**config.mk**
```make
export PLATFORM = sky130hd
export DESIGN_NAME = count_sequencer
export DESIGN_NICKNAME = d
export VERILOG_FILES = /design/src/rtl/count_sequencer.sv
export SDC_FILE = /design/constraint.sdc
export NUM_CORES = 1
export LEC_CHECK = 0
export CAP_MARGIN = 20
export CORE_MARGIN = 2
export CORE_UTILIZATION = 49
export DETAILED_ROUTE_END_ITERATION = 8
export PLACE_DENSITY = 0.81
export SKIP_LAST_GASP = 1
export SYNTH_ARGS = -nofsm -noshare
export SYNTH_HDL_FRONTEND = slang
export SYNTH_SLANG_ARGS = --single-unit
```
**constraint.sdc**
```tcl
create_clock -name clk -period 2 [get_ports clk]
set_input_delay 0.4 -clock clk [delete_from_list [all_inputs] [get_ports clk]]
set_output_delay 0.4 -clock clk [all_outputs]
set_load 0.05 [all_outputs]
```
**src/rtl/count_sequencer.sv**
```systemverilog
// Command-driven up-counter with limit, one-shot/periodic modes and pause; outputs registered, 1-cycle latency.
// Commands are accepted every cycle outside reset (cmd_ready follows rst_n); no backpressure on tick.
module count_sequencer #(
    parameter int WIDTH = 8
) (
    input  logic             clk,
    input  logic             rst_n,
    input  logic             tick,
    input  logic             cmd_valid,
    output logic             cmd_ready,
    input  logic [1:0]       cmd_op,
    input  logic [WIDTH-1:0] cmd_data,
    output logic [WIDTH-1:0] count,
    output logic [1:0]       state,
    output logic             busy,
    output logic             done,
    output logic             wrap,
    output logic             err
);

    typedef enum logic [1:0] {
        ST_IDLE   = 2'b00,
        ST_RUN    = 2'b01,
        ST_PAUSED = 2'b10
    } state_t;

    typedef enum logic [1:0] {
        OP_SET_LIMIT = 2'b00,
        OP_START     = 2'b01,
        OP_PAUSE     = 2'b10,
        OP_STOP      = 2'b11
    } op_t;

    state_t           state_q;
    logic [WIDTH-1:0] count_q;
    logic [WIDTH-1:0] limit_q;
    logic             periodic_q;
    logic             busy_q;
    logic             done_q;
    logic             wrap_q;
    logic             err_q;
    logic             cmd_fire;
    op_t              op;

    // Ready is a direct function of reset so it is low for exactly the reset cycles.
    assign cmd_ready = rst_n;
    assign cmd_fire  = cmd_valid && cmd_ready;
    assign op        = op_t'(cmd_op);

    always_ff @(posedge clk) begin
        if (!rst_n) begin
            state_q    <= ST_IDLE;
            count_q    <= '0;
            limit_q    <= '1;
            periodic_q <= 1'b0;
            busy_q     <= 1'b0;
            done_q     <= 1'b0;
            wrap_q     <= 1'b0;
            err_q      <= 1'b0;
        end else begin
            done_q <= 1'b0;
            wrap_q <= 1'b0;
            err_q  <= 1'b0;
            // An accepted command always wins over a concurrent tick.
            if (cmd_fire) begin
                case (op)
                    OP_SET_LIMIT: begin
                        if (state_q == ST_IDLE) begin
                            limit_q <= cmd_data;
                        end else begin
                            err_q <= 1'b1;
                        end
                    end
                    OP_START: begin
                        count_q    <= '0;
                        periodic_q <= cmd_data[0];
                        state_q    <= ST_RUN;
                        busy_q     <= 1'b1;
                    end
                    OP_PAUSE: begin
                        if (state_q == ST_RUN) begin
                            state_q <= ST_PAUSED;
                        end else if (state_q == ST_PAUSED) begin
                            state_q <= ST_RUN;
                        end else begin
                            err_q <= 1'b1;
                        end
                    end
                    default: begin
                        state_q <= ST_IDLE;
                        count_q <= '0;
                        busy_q  <= 1'b0;
                    end
                endcase
            end else if (state_q == ST_RUN && tick) begin
                if (count_q == limit_q) begin
                    done_q <= 1'b1;
                    if (periodic_q) begin
                        count_q <= '0;
                        wrap_q  <= 1'b1;
                    end else begin
                        state_q <= ST_IDLE;
                        busy_q  <= 1'b0;
                    end
                end else begin
                    count_q <= count_q + WIDTH'(1);
                end
            end
        end
    end

    assign count = count_q;
    assign state = state_q;
    assign busy  = busy_q;
    assign done  = done_q;
    assign wrap  = wrap_q;
    assign err   = err_q;

endmodule

```
Word-level counts from Yosys, hierarchy flattened
Index checks and enable logic that the tools add are counted.
- bits in registers: 23
- bits in latches: 0
- bits in writable memories: 0
- ROM bits: 0
- output and inout port bits: 15
- logic and storage cells: 60
- memories: 0
- add/subtract/negate cells: 1
- $mul: 0
- div/mod/pow operators: 0
- order comparisons: 0
- equality and inequality tests: 10
- shift-type cells: 0
- muxes and demuxes: 23
- bitwise logic cells: 3
- reduce and logical (&&, ||, !) cells: 15
- operators with widths (operator ; count):
    $mux W8 ; 5
    $mux W2 ; 6
    $mux W1 ; 9
    $add A8 B1 Y8 const B ; 1
    $eq A8 B8 Y1 ; 1
    $pmux W2 S3 ; 1
    $reduce_and A3 Y1 ; 2
    $reduce_and A5 Y1 ; 1
    $eq A2 B1 Y1 const B ; 2
    $eq A2 B2 Y1 const B ; 2
    $logic_not A2 Y1 ; 2
    $ne A2 B2 Y1 const B ; 2
    $ne A4 B4 Y1 const B ; 1
    $pmux W1 S2 ; 2
    $reduce_and A2 Y1 ; 2
    $reduce_and A4 Y1 ; 1
    $reduce_bool A2 Y1 ; 2
    $reduce_or A4 Y1 ; 1
    $ne A3 B3 Y1 const B ; 1
    $not A1 Y1 ; 3
    $reduce_or A3 Y1 ; 1
    $logic_and A1 B1 Y1 ; 2
    $ne A2 B1 Y1 const B ; 1
    $reduce_or A2 Y1 ; 1

Longest topological paths before layout
Gate-level depths: netlist of run 1.
- depth after elaboration: 5
- gate-level depth with buffers: 7
- depth with buffers taken out: 7

Worst setup path before layout of run 1
Ideal clock, no wire load.
- path type: reg2reg
- start: register state_q[0], in the netlist state[0]
- end: register count_q[5], in the netlist count[5]
- arrival time: 1.958 ns
- required time: 1.941 ns
- setup slack: -0.018 ns
- stages on the path, launching flop included: 7
- path through: dfxtp_1 > ha_1 > nand2_1 > o22a_4 > or3_1 > o31ai_2 > o31a_1
- cells in the longest elaborated chain, start to end: 4
- RTL lines (item ; line ; RTL):
    from (decl) ; 34 ; state_t state_q;
    from (signal assigned) ; 52 ; state_q <= ST_IDLE;
    from (signal assigned) ; 77 ; state_q <= ST_RUN;
    from (signal assigned) ; 82 ; state_q <= ST_PAUSED;
    $eq A2 B1 Y1 ; 95 ; end else if (state_q == ST_RUN && tick) begin
    $logic_and A1 B1 Y1 ; 95 ;
    $reduce_bool A2 Y1 (no source line) ; - ;
    $reduce_and A3 Y1 (no source line) ; - ;
    to (signal assigned) ; 106 ; count_q <= count_q + WIDTH'(1);
    to (decl) ; 35 ; logic [WIDTH-1:0] count_q;
Every way passes these cells.
A chain may end at the register's enable or synchronous reset.

Worst setup path in the final report of run 1
- start: register state_q[0], in the netlist state[0]
- end: output state[0]
- RTL lines (item ; line ; RTL):
    to (decl) ; 14 ; output logic [1:0] state,
No word-level cell between the ends.

==> metrics, run 1 <==
status completed; DR pass1 iterations 4; Area growth syn-to-layout 33.8%; Worst EP arrival 1.51 ns; GP Congestion 0.818; Final Power 0.839 mW; post-route clock skew 0.0104 ns; Rows 18; crit end category output pin; worst setup path category reg2out; delay of the slowest critical-path stage 0.80 ns; Async SR Flop Fraction 0; worst path cell trace clkdlybuf4s50_1; hold_sp limit_q[1]; total CTS buffers 3; DRC errors left 0; Root Driver clkbuf_4; Worst setup SP type register; final core utilization 0.692; Slew Limit Fails 0; Cells after Synth 154; Vias/cell 5.48; maximum fanout along the worst path 4; Worst slew margin 0.665; Worst EP required 1.60 ns; Buf/Inv on CP 1; R2R Setup Slk 0.17 ns; EDFF count, synth 0; Yosys cell types 42; Clock transition at path regs 0.14 ns; Core Area 0.00248 mm²; Longest Clk Path Bufs 2; Routed Antenna Nets 0; vias 1,223; Slowest-stage cell, CP clkdlybuf4s50_1; footprint of the multi-input gates 743 µm²; global-route wire length before repair 4.95 mm; Final #Nets 215; register area 462 µm²; worst hold path type reg2reg; RR Startpoint state[1]; initial antenna violation count 0; hold depth 2; Primary FF master, synth dfxtp_1; CTS tree done; chip width 55.1 µm; All-Layer GR Usage 0.231; Worst Tran Pin Value 0.502 ns; Period minus WS final 1.91 ns; Ys Warns 0; syn_area_per_cell 8.32 µm²; WHS 0.498 ns; end of the critical path state[0]; Final period util 0.954; Synth Net Count 175; ratio of cells with drive above 1 in the final layout 0.176; IO Pins 29; largest net degree at the start of global routing 14; diode count 0; most common cell after layout, fill and taps aside nand2_1; most frequent cells in the layout nand2_1, dfxtp_1, buf_4; reg2reg path depth 7; clock latency on the worst-skew pair 0.33 ns; setup bufs post-CTS 0; design area 0.00171 mm²; Post-Place Cell Area 0.00166 mm²; worst setup path start state[0]; vias in the first global route 1,149; setup repair after global routing missed its margin false; DP Wirelength 2.35 mm; endpoints failing hold 0; total wire length 3.08 mm; max frequency 524 MHz; Max VDD drop 0.516 mV; # port buffers 28; register area share after synthesis 0.359; Initial Util 0.517; global route overflow 0; H-tree Lvls 1; die area 0.00304 mm²; Max Cap Viol 0; #FFs+latches synth 23; Die Y 55.1 µm; DR iter-0 viols 37; wire per inst 13.8 µm; PwrDens 489 mW/mm²; Crit path max-delay family buffers and inverters; Hold-fix buffers, CTS 0; Worst path depth 1; # fillers 208; FF-to-FF End count[5]; Mapped Area 0.00128 mm²; Clock Sinks 23; static leakage 0.762 nW; Setup Viol. Count Final 0
## worst min-delay path: cells and delay by family (launching register included)
family        cells  cell delay, ns
simple gates      2            0.12
flops             1            0.34
## routing by layer
| layer | up-vias | GRT usage | share of wire |
|---|---|---|---|
| li1 | 609 | - | - |
| met1 | 580 | 0.277 | 0.44 |
| met2 | 29 | 0.409 | 0.51 |
| met3 | 5 | 0.0269 | 0.037 |
| met4 | 0 | 0.106 | 0.013 |
| met5 | - | 0 | 0 |
## registers in the layout, indices dropped and copies added, names as in the netlist
name	cells
busy	1
count	8
done	1
err	1
limit_q	8
periodic_q	1
state	2
wrap	1
## cells in the mapped netlist, types with 2 or more instances
| library cell | number | area share |
|---|---|---|
| nand2b_1 | 5 | 0.024 |
| o221a_2 | 2 | 0.018 |
| nor3_1 | 2 | 0.0078 |
| xnor2_1 | 8 | 0.055 |
| clkbuf_1 | 2 | 0.0059 |
| and3_1 | 5 | 0.024 |
| o22ai_1 | 2 | 0.0098 |
| or2_2 | 2 | 0.0098 |
| nor4b_1 | 2 | 0.014 |
| a211oi_1 | 2 | 0.012 |
| buf_6 | 2 | 0.018 |
| inv_1 | 11 | 0.032 |
| a21o_1 | 2 | 0.012 |
| a32o_1 | 2 | 0.016 |
| nand3_1 | 14 | 0.055 |
| nand4_1 | 3 | 0.015 |
| buf_2 | 2 | 0.0078 |
| dfxtp_1 | 23 | 0.36 |
| nor2_1 | 6 | 0.018 |
| a21oi_1 | 3 | 0.012 |
| ha_1 | 7 | 0.068 |
| nand2_1 | 25 | 0.073 |
| o21ai_0 | 3 | 0.012 |
## how the worst min path moves through the flow
| stage | endpoint | slack [ns] |
|---|---|---|
| global route | limit_q[7] | 0.52 |
| floorplan | limit_q[3] | 0.46 |
| finish | limit_q[1] | 0.50 |
| detailed placement | limit_q[1] | 0.48 |
| CTS | limit_q[1] | 0.50 |
| global placement | limit_q[1] | 0.47 |
## through the flow
stage               setup slack, ns  setup TNS, ns  cells
floorplan                    0.0504              0    154
global placement             -0.230         -0.908    219
detailed placement           -0.343          -1.04    219
CTS                        0.000669              0    223
global route                 0.0546              0    223
finish                       0.0912              0    223
## where the power goes
| part | switching, mW | leakage (nW) | internal, mW |
|---|---|---|---|
| logic | 0.0627 | 0.558 | 0.0701 |
| registers | 0.00626 | 0.187 | 0.467 |
| clock network | 0.158 | 0.0177 | 0.0751 |
| total | 0.227 | 0.762 | 0.612 |
## cell type report
type                            instances  area share
Sequential cell                        23       0.269
Tap cell                               30      0.0219
Clock inverter                          1     0.00292
Timing Repair Buffer                   43       0.235
Inverter                               11      0.0241
Multi-Input combinational cell        112       0.434
Clock buffer                            3      0.0131
## cell families (layout without fill, tap and decap cells)
group           count (synthesis)  after routing  synth area share
fa+ha+maj                       7              7            0.0684
mux                             2              2            0.0166
simple gates                   69             69             0.267
flops                          23             23             0.359
xor+xnor                        8              8            0.0547
buf+inv                        19             58            0.0732
compound gates                 26             26             0.161
## repair_timing
item / CTS / global route
resized for setup: 2 / 8
pin swaps: 0 / 3
endpoints found under the setup margin: 2 / 4
(Power assumes the default switching activity.)
==> inputs of run 2 (changes only) <==
--- a/config.mk
+++ b/config.mk
@@ -5,6 +5,7 @@
 export SDC_FILE = /design/constraint.sdc
 export NUM_CORES = 1
 export LEC_CHECK = 0
+export ABC_AREA = 0
 export CAP_MARGIN = 20
 export CORE_MARGIN = 2
 export CORE_UTILIZATION = 49
==> results of run 2 <==
No change in the layout: final DEF, timing and power equal those of run 1.
==> RTL change 1: new RTL, settings of run 1 <==
The parameter `WIDTH` goes from 8 to 9.
--- a/src/rtl/count_sequencer.sv
+++ b/src/rtl/count_sequencer.sv
@@ -3,3 +3,3 @@
 module count_sequencer #(
-    parameter int WIDTH = 8
+    parameter int WIDTH = 9
 ) (
Ports: changed (resized cmd_data and count); port bits go from 29 to 31. The function was not compared with the original's and may differ.
==> RTL change 1 against run 1 <==
Clock skew is 0.0021 ns lower; power is 5.3% higher; routed wire length is 7.0% higher; non-clock buffer count is 6 higher; design area is 6.1% higher; setup slack worse by 0.043 ns; combinational power is 4% higher; critical path depth stayed put; utilization is 1.5 points lower; area after synthesis is 5.8% higher; sequential share of layout area is 0.58 points higher; sequential cell count is 2 higher; largest power group unchanged.
==> RTL change 1: results (changes against run 1) <==
metric	value	unit	change
status	finished clean		unchanged
grt_first_pass_wirelength	5610	um	was 4950 um
hpwlAfterDp	2610	um	was 2350 um
r2r_cells	5		was 7
critPathArrivalTime	1.55	ns	was 1.51 ns
grt_usage	21.8	%	was 23.1%
yosys.cell_types.count	39		was 42
cts_buffer_depth	2		unchanged
final_layout_size_suffix_gt1_share	19.7	%	was 17.6%
place_area	1790	um2	was 1660 um2
cp_top_family	buffers and inverters		unchanged
pre_cts_slack	-0.291	ns	was -0.343 ns
max_stage_delay	0.82	ns	was 0.80 ns
io_buffers	30		was 28
synth_area_leaders	dfxtp_1, nand2_1, ha_1		unchanged
ys_async_sr_fraction	0	%	unchanged
ys_seq_area_share	36.9	%	was 35.9%
yosysWarnings	0		unchanged
gp_congestion	0.796		was 0.818
relSlewSlack	66.9	%	was 66.5%
timing.rr.start	count[7]$_SDFFE_PN0P_		was state[1]$_SDFFE_PN0P_
synthTopCellsByCount	nand2_1, dfxtp_1, nand3_1		unchanged
grt_pass1_vias	1292		was 1,149
crit_start	state[1]$_SDFFE_PN0P_		was state[0]$_SDFFE_PN0P_
layout.nets	231		was 215
n_antenna_cell	0		unchanged
skew	0.00823	ns	was 0.0104 ns
cts_buffers	3		unchanged
leakage	0.825	nW	was 0.762 nW
layout_min_cycle_time	1.95	ns	was 1.91 ns
synth_nets	183		was 175
drt_iter0_markers	74		was 37
wirelength	3290	um	was 3080 um
avgViaCountPerCell	5.69		was 5.48
worstSkewPairLatency	0.33	ns	about the same
crit_slowest_cell	clkdlybuf4s50_1		unchanged
critPathCapture	state[1]		was state[0]
grt_max_degree	15		was 14
rr_endpoint	count[3]$_SDFFE_PN0P_		was count[5]$_SDFFE_PN0P_
r2r_slack	0.21	ns	was 0.17 ns
hold_class	flip-flop to flip-flop		unchanged
drtPass1Iterations	4		unchanged
max-vdd-ir-drop	0.000445	V	was 0.000516 V
==> RTL change 1: cell families (layout without fill, tap and decap cells) <==
group	count (synthesis)	in the layout	synth area share, %
DFF	25	25	36.9
adders and majority gates	7	7	6.46
xor gates and xnor gates	9	9	5.82
buffers and inverters	11	58	3.88
muxes	4	4	3.05
and+or+nand+nor	84	84	31.0
AOI/OAI and AO/OA	21	21	12.8
==> RTL change 1: stage by stage <==
stage / util [%] / hold slack, ns / power [mW] / setup TNS, ns / std cells
after floorplan: - / 0.459 / 0.588 / 0 / 161
after global placement: 66.7 / 0.470 / 0.656 / -1.13 / 235
after detailed placement: 66.7 / 0.476 / 0.660 / -2.27 / 235
after CTS: 67.7 / 0.494 / 0.887 / 0 / 239
after global routing: 67.7 / 0.512 / 0.910 / 0 / 239
final: 67.7 / 0.492 / 0.883 / 0 / 239
==> RTL change 1: power by group <==
part	total (mW)	internal (mW)	switching, mW
logic	0.138	0.0719	0.0658
clock network	0.231	0.0750	0.156
registers	0.514	0.507	0.00670
==> RTL change 1: area by class of cell <==
class,count,area [um2]
fill,228,867
sequential,25,500
inverter,5,18.8
timing repair buffer,49,430
multi-input combinational,125,803
clock inverter,1,5.00
tap,31,38.8
clock buffer,3,22.5
==> RTL change 1: layer usage <==
metal	part of all wire, %	routed length (um)	up-vias	track usage [%]
met4	1.2	40	0	7.48
met5	0	0	-	0
met1	46	1510	648	28.4
met2	48	1580	44	36.9
met3	5.1	169	6	2.53
li1	-	-	662	-
==> RTL change 1: timing repair <==
item                                   4_1_cts  5_1_grt
setup endpoints to repair                    0        3
gates resized for setup                      0        1
endpoints found under the hold margin        0        0
==> RTL change 1: worst min path at each step <==
stage / start / depth (start not counted) / end / slack, ns
6_report: limit_q[3]$_SDFFE_PN1P_ / 2 / limit_q[3]$_SDFFE_PN1P_ / 0.49
5_1_grt: limit_q[3]$_SDFFE_PN1P_ / 2 / limit_q[3]$_SDFFE_PN1P_ / 0.51
4_1_cts: limit_q[3]$_SDFFE_PN1P_ / 2 / limit_q[3]$_SDFFE_PN1P_ / 0.49
3_5_place_dp: limit_q[3]$_SDFFE_PN1P_ / 2 / limit_q[3]$_SDFFE_PN1P_ / 0.48
3_3_place_gp: limit_q[7]$_SDFFE_PN1P_ / 2 / limit_q[7]$_SDFFE_PN1P_ / 0.47
2_1_floorplan: limit_q[1]$_SDFFE_PN1P_ / 2 / limit_q[1]$_SDFFE_PN1P_ / 0.46
==> RTL change 2: new RTL, config.mk and constraints of run 1 <==
Made on the original files. Register the output `count` once more; this adds one clock of latency there. The other outputs are not delayed to match.
--- a/src/rtl/count_sequencer.sv
+++ b/src/rtl/count_sequencer.sv
@@ -111,3 +111,5 @@
 
-    assign count = count_q;
+    always_ff @(posedge clk) begin
+        count <= count_q;
+    end
     assign state = state_q;
Check against the original RTL: not equivalent (a bounded check fails within 4 cycles, from zero or initial values and one cycle with rst_n low).
==> RTL change 2 against run 1 <==
Critical path type unchanged; global-route usage is 1.5 points lower; sequential cell count rose by 8; routed wire length up 4.4%; power grew 30%; setup slack lost 0.033 ns; design area is 10% higher; area after synthesis is 9.3% higher; worst hold slack got worse by 0.072 ns; register-to-register slack better by 0.05 ns; highest routed layer unchanged.
==> RTL change 2: results (changes against run 1) <==
metric	value	unit	change
pre_cts_slack	-0.270	ns	was -0.343 ns
synth_cells	158		was 154
drt_iter0_markers	28		was 37
dp.cells	229		was 219
status	finished clean		unchanged
p_switching	268	uW	was 227 uW
r2r_cells	6		was 7
relSlewSlack	65.7	%	was 66.5%
cts_buffers	5		was 3
wirelength	3210	um	was 3080 um
fillers	213		was 208
max-vdd-ir-drop	0.000597	V	was 0.000516 V
clkTransAtPathRegs	0.09	ns	was 0.14 ns
seq_area	621	um2	was 462 um2
drtPass1Iterations	6		was 4
avgViaCountPerCell	5.52		was 5.48
max_freq	515	MHz	was 524 MHz
rr_endpoint	count_q[4]$_SDFFE_PN0P_		was count[5]$_SDFFE_PN0P_
leakage	0.784	nW	was 0.762 nW
synth_area_leaders	dfxtp_1, nand2_1, nand3_1		was dfxtp_1, nand2_1, ha_1
grt_pass1_vias	1223		was 1,149
synth_nets	179		was 175
pwr_density_cell	578	nW/um2	was 489 nW/um2
critPathArrivalTime	1.54	ns	was 1.51 ns
h-tree-depth	2		was 1
timing.hold.ws	0.426	ns	was 0.498 ns
synth_fa_ha_area_share	6.26	%	was 6.84%
combPwrFrac	11.3	%	was 15.8%
crit_start	state[1]$_SDFFE_PN0P_		was state[0]$_SDFFE_PN0P_
muxShareOfSynthArea	0.804	%	was 1.66%
synthTopCellsByCount	dfxtp_1, nand2_1, nand3_1		was nand2_1, dfxtp_1, nand3_1
synth_xor_area_share	6.08	%	was 5.47%
worstHoldPathCells	0		was 2
## RTL change 2: changes by cell type after synthesis, moves of 3 or more
cell     delta
nor2_1      +3
xnor2_1     -8
a31oi_1     +5
inv_1       -5
dfxtp_1     +8
and3_1      -4
nand3_1     +4
nand4_1     -3
o21ai_0     +4
xor2_1      +6
## RTL change 2: per-layer routing
metal	GRT usage, %	vias up	part of all wire (%)
met4	8.31	0	1.4
met1	26.3	609	41
met3	6.80	8	6.5
met5	0	-	0
met2	35.4	60	51
li1	-	631	-
## RTL change 2: cell type report
class | count | area share, %
clock inverter | 1 | 0.265
tap | 31 | 2.05
multi-input combinational | 115 | 38.7
inverter | 6 | 1.19
sequential | 31 | 32.8
clock buffer | 7 | 2.38
timing repair buffer | 46 | 22.6
## RTL change 2: cell families (layout without fill, tap and decap cells)
logic type | after synthesis | after routing
flops | 31 | 31
compound gates | 26 | 26
simple gates | 73 | 73
fa+ha+maj | 7 | 7
buf+inv | 12 | 60
mux | 1 | 1
xor+xnor | 8 | 8
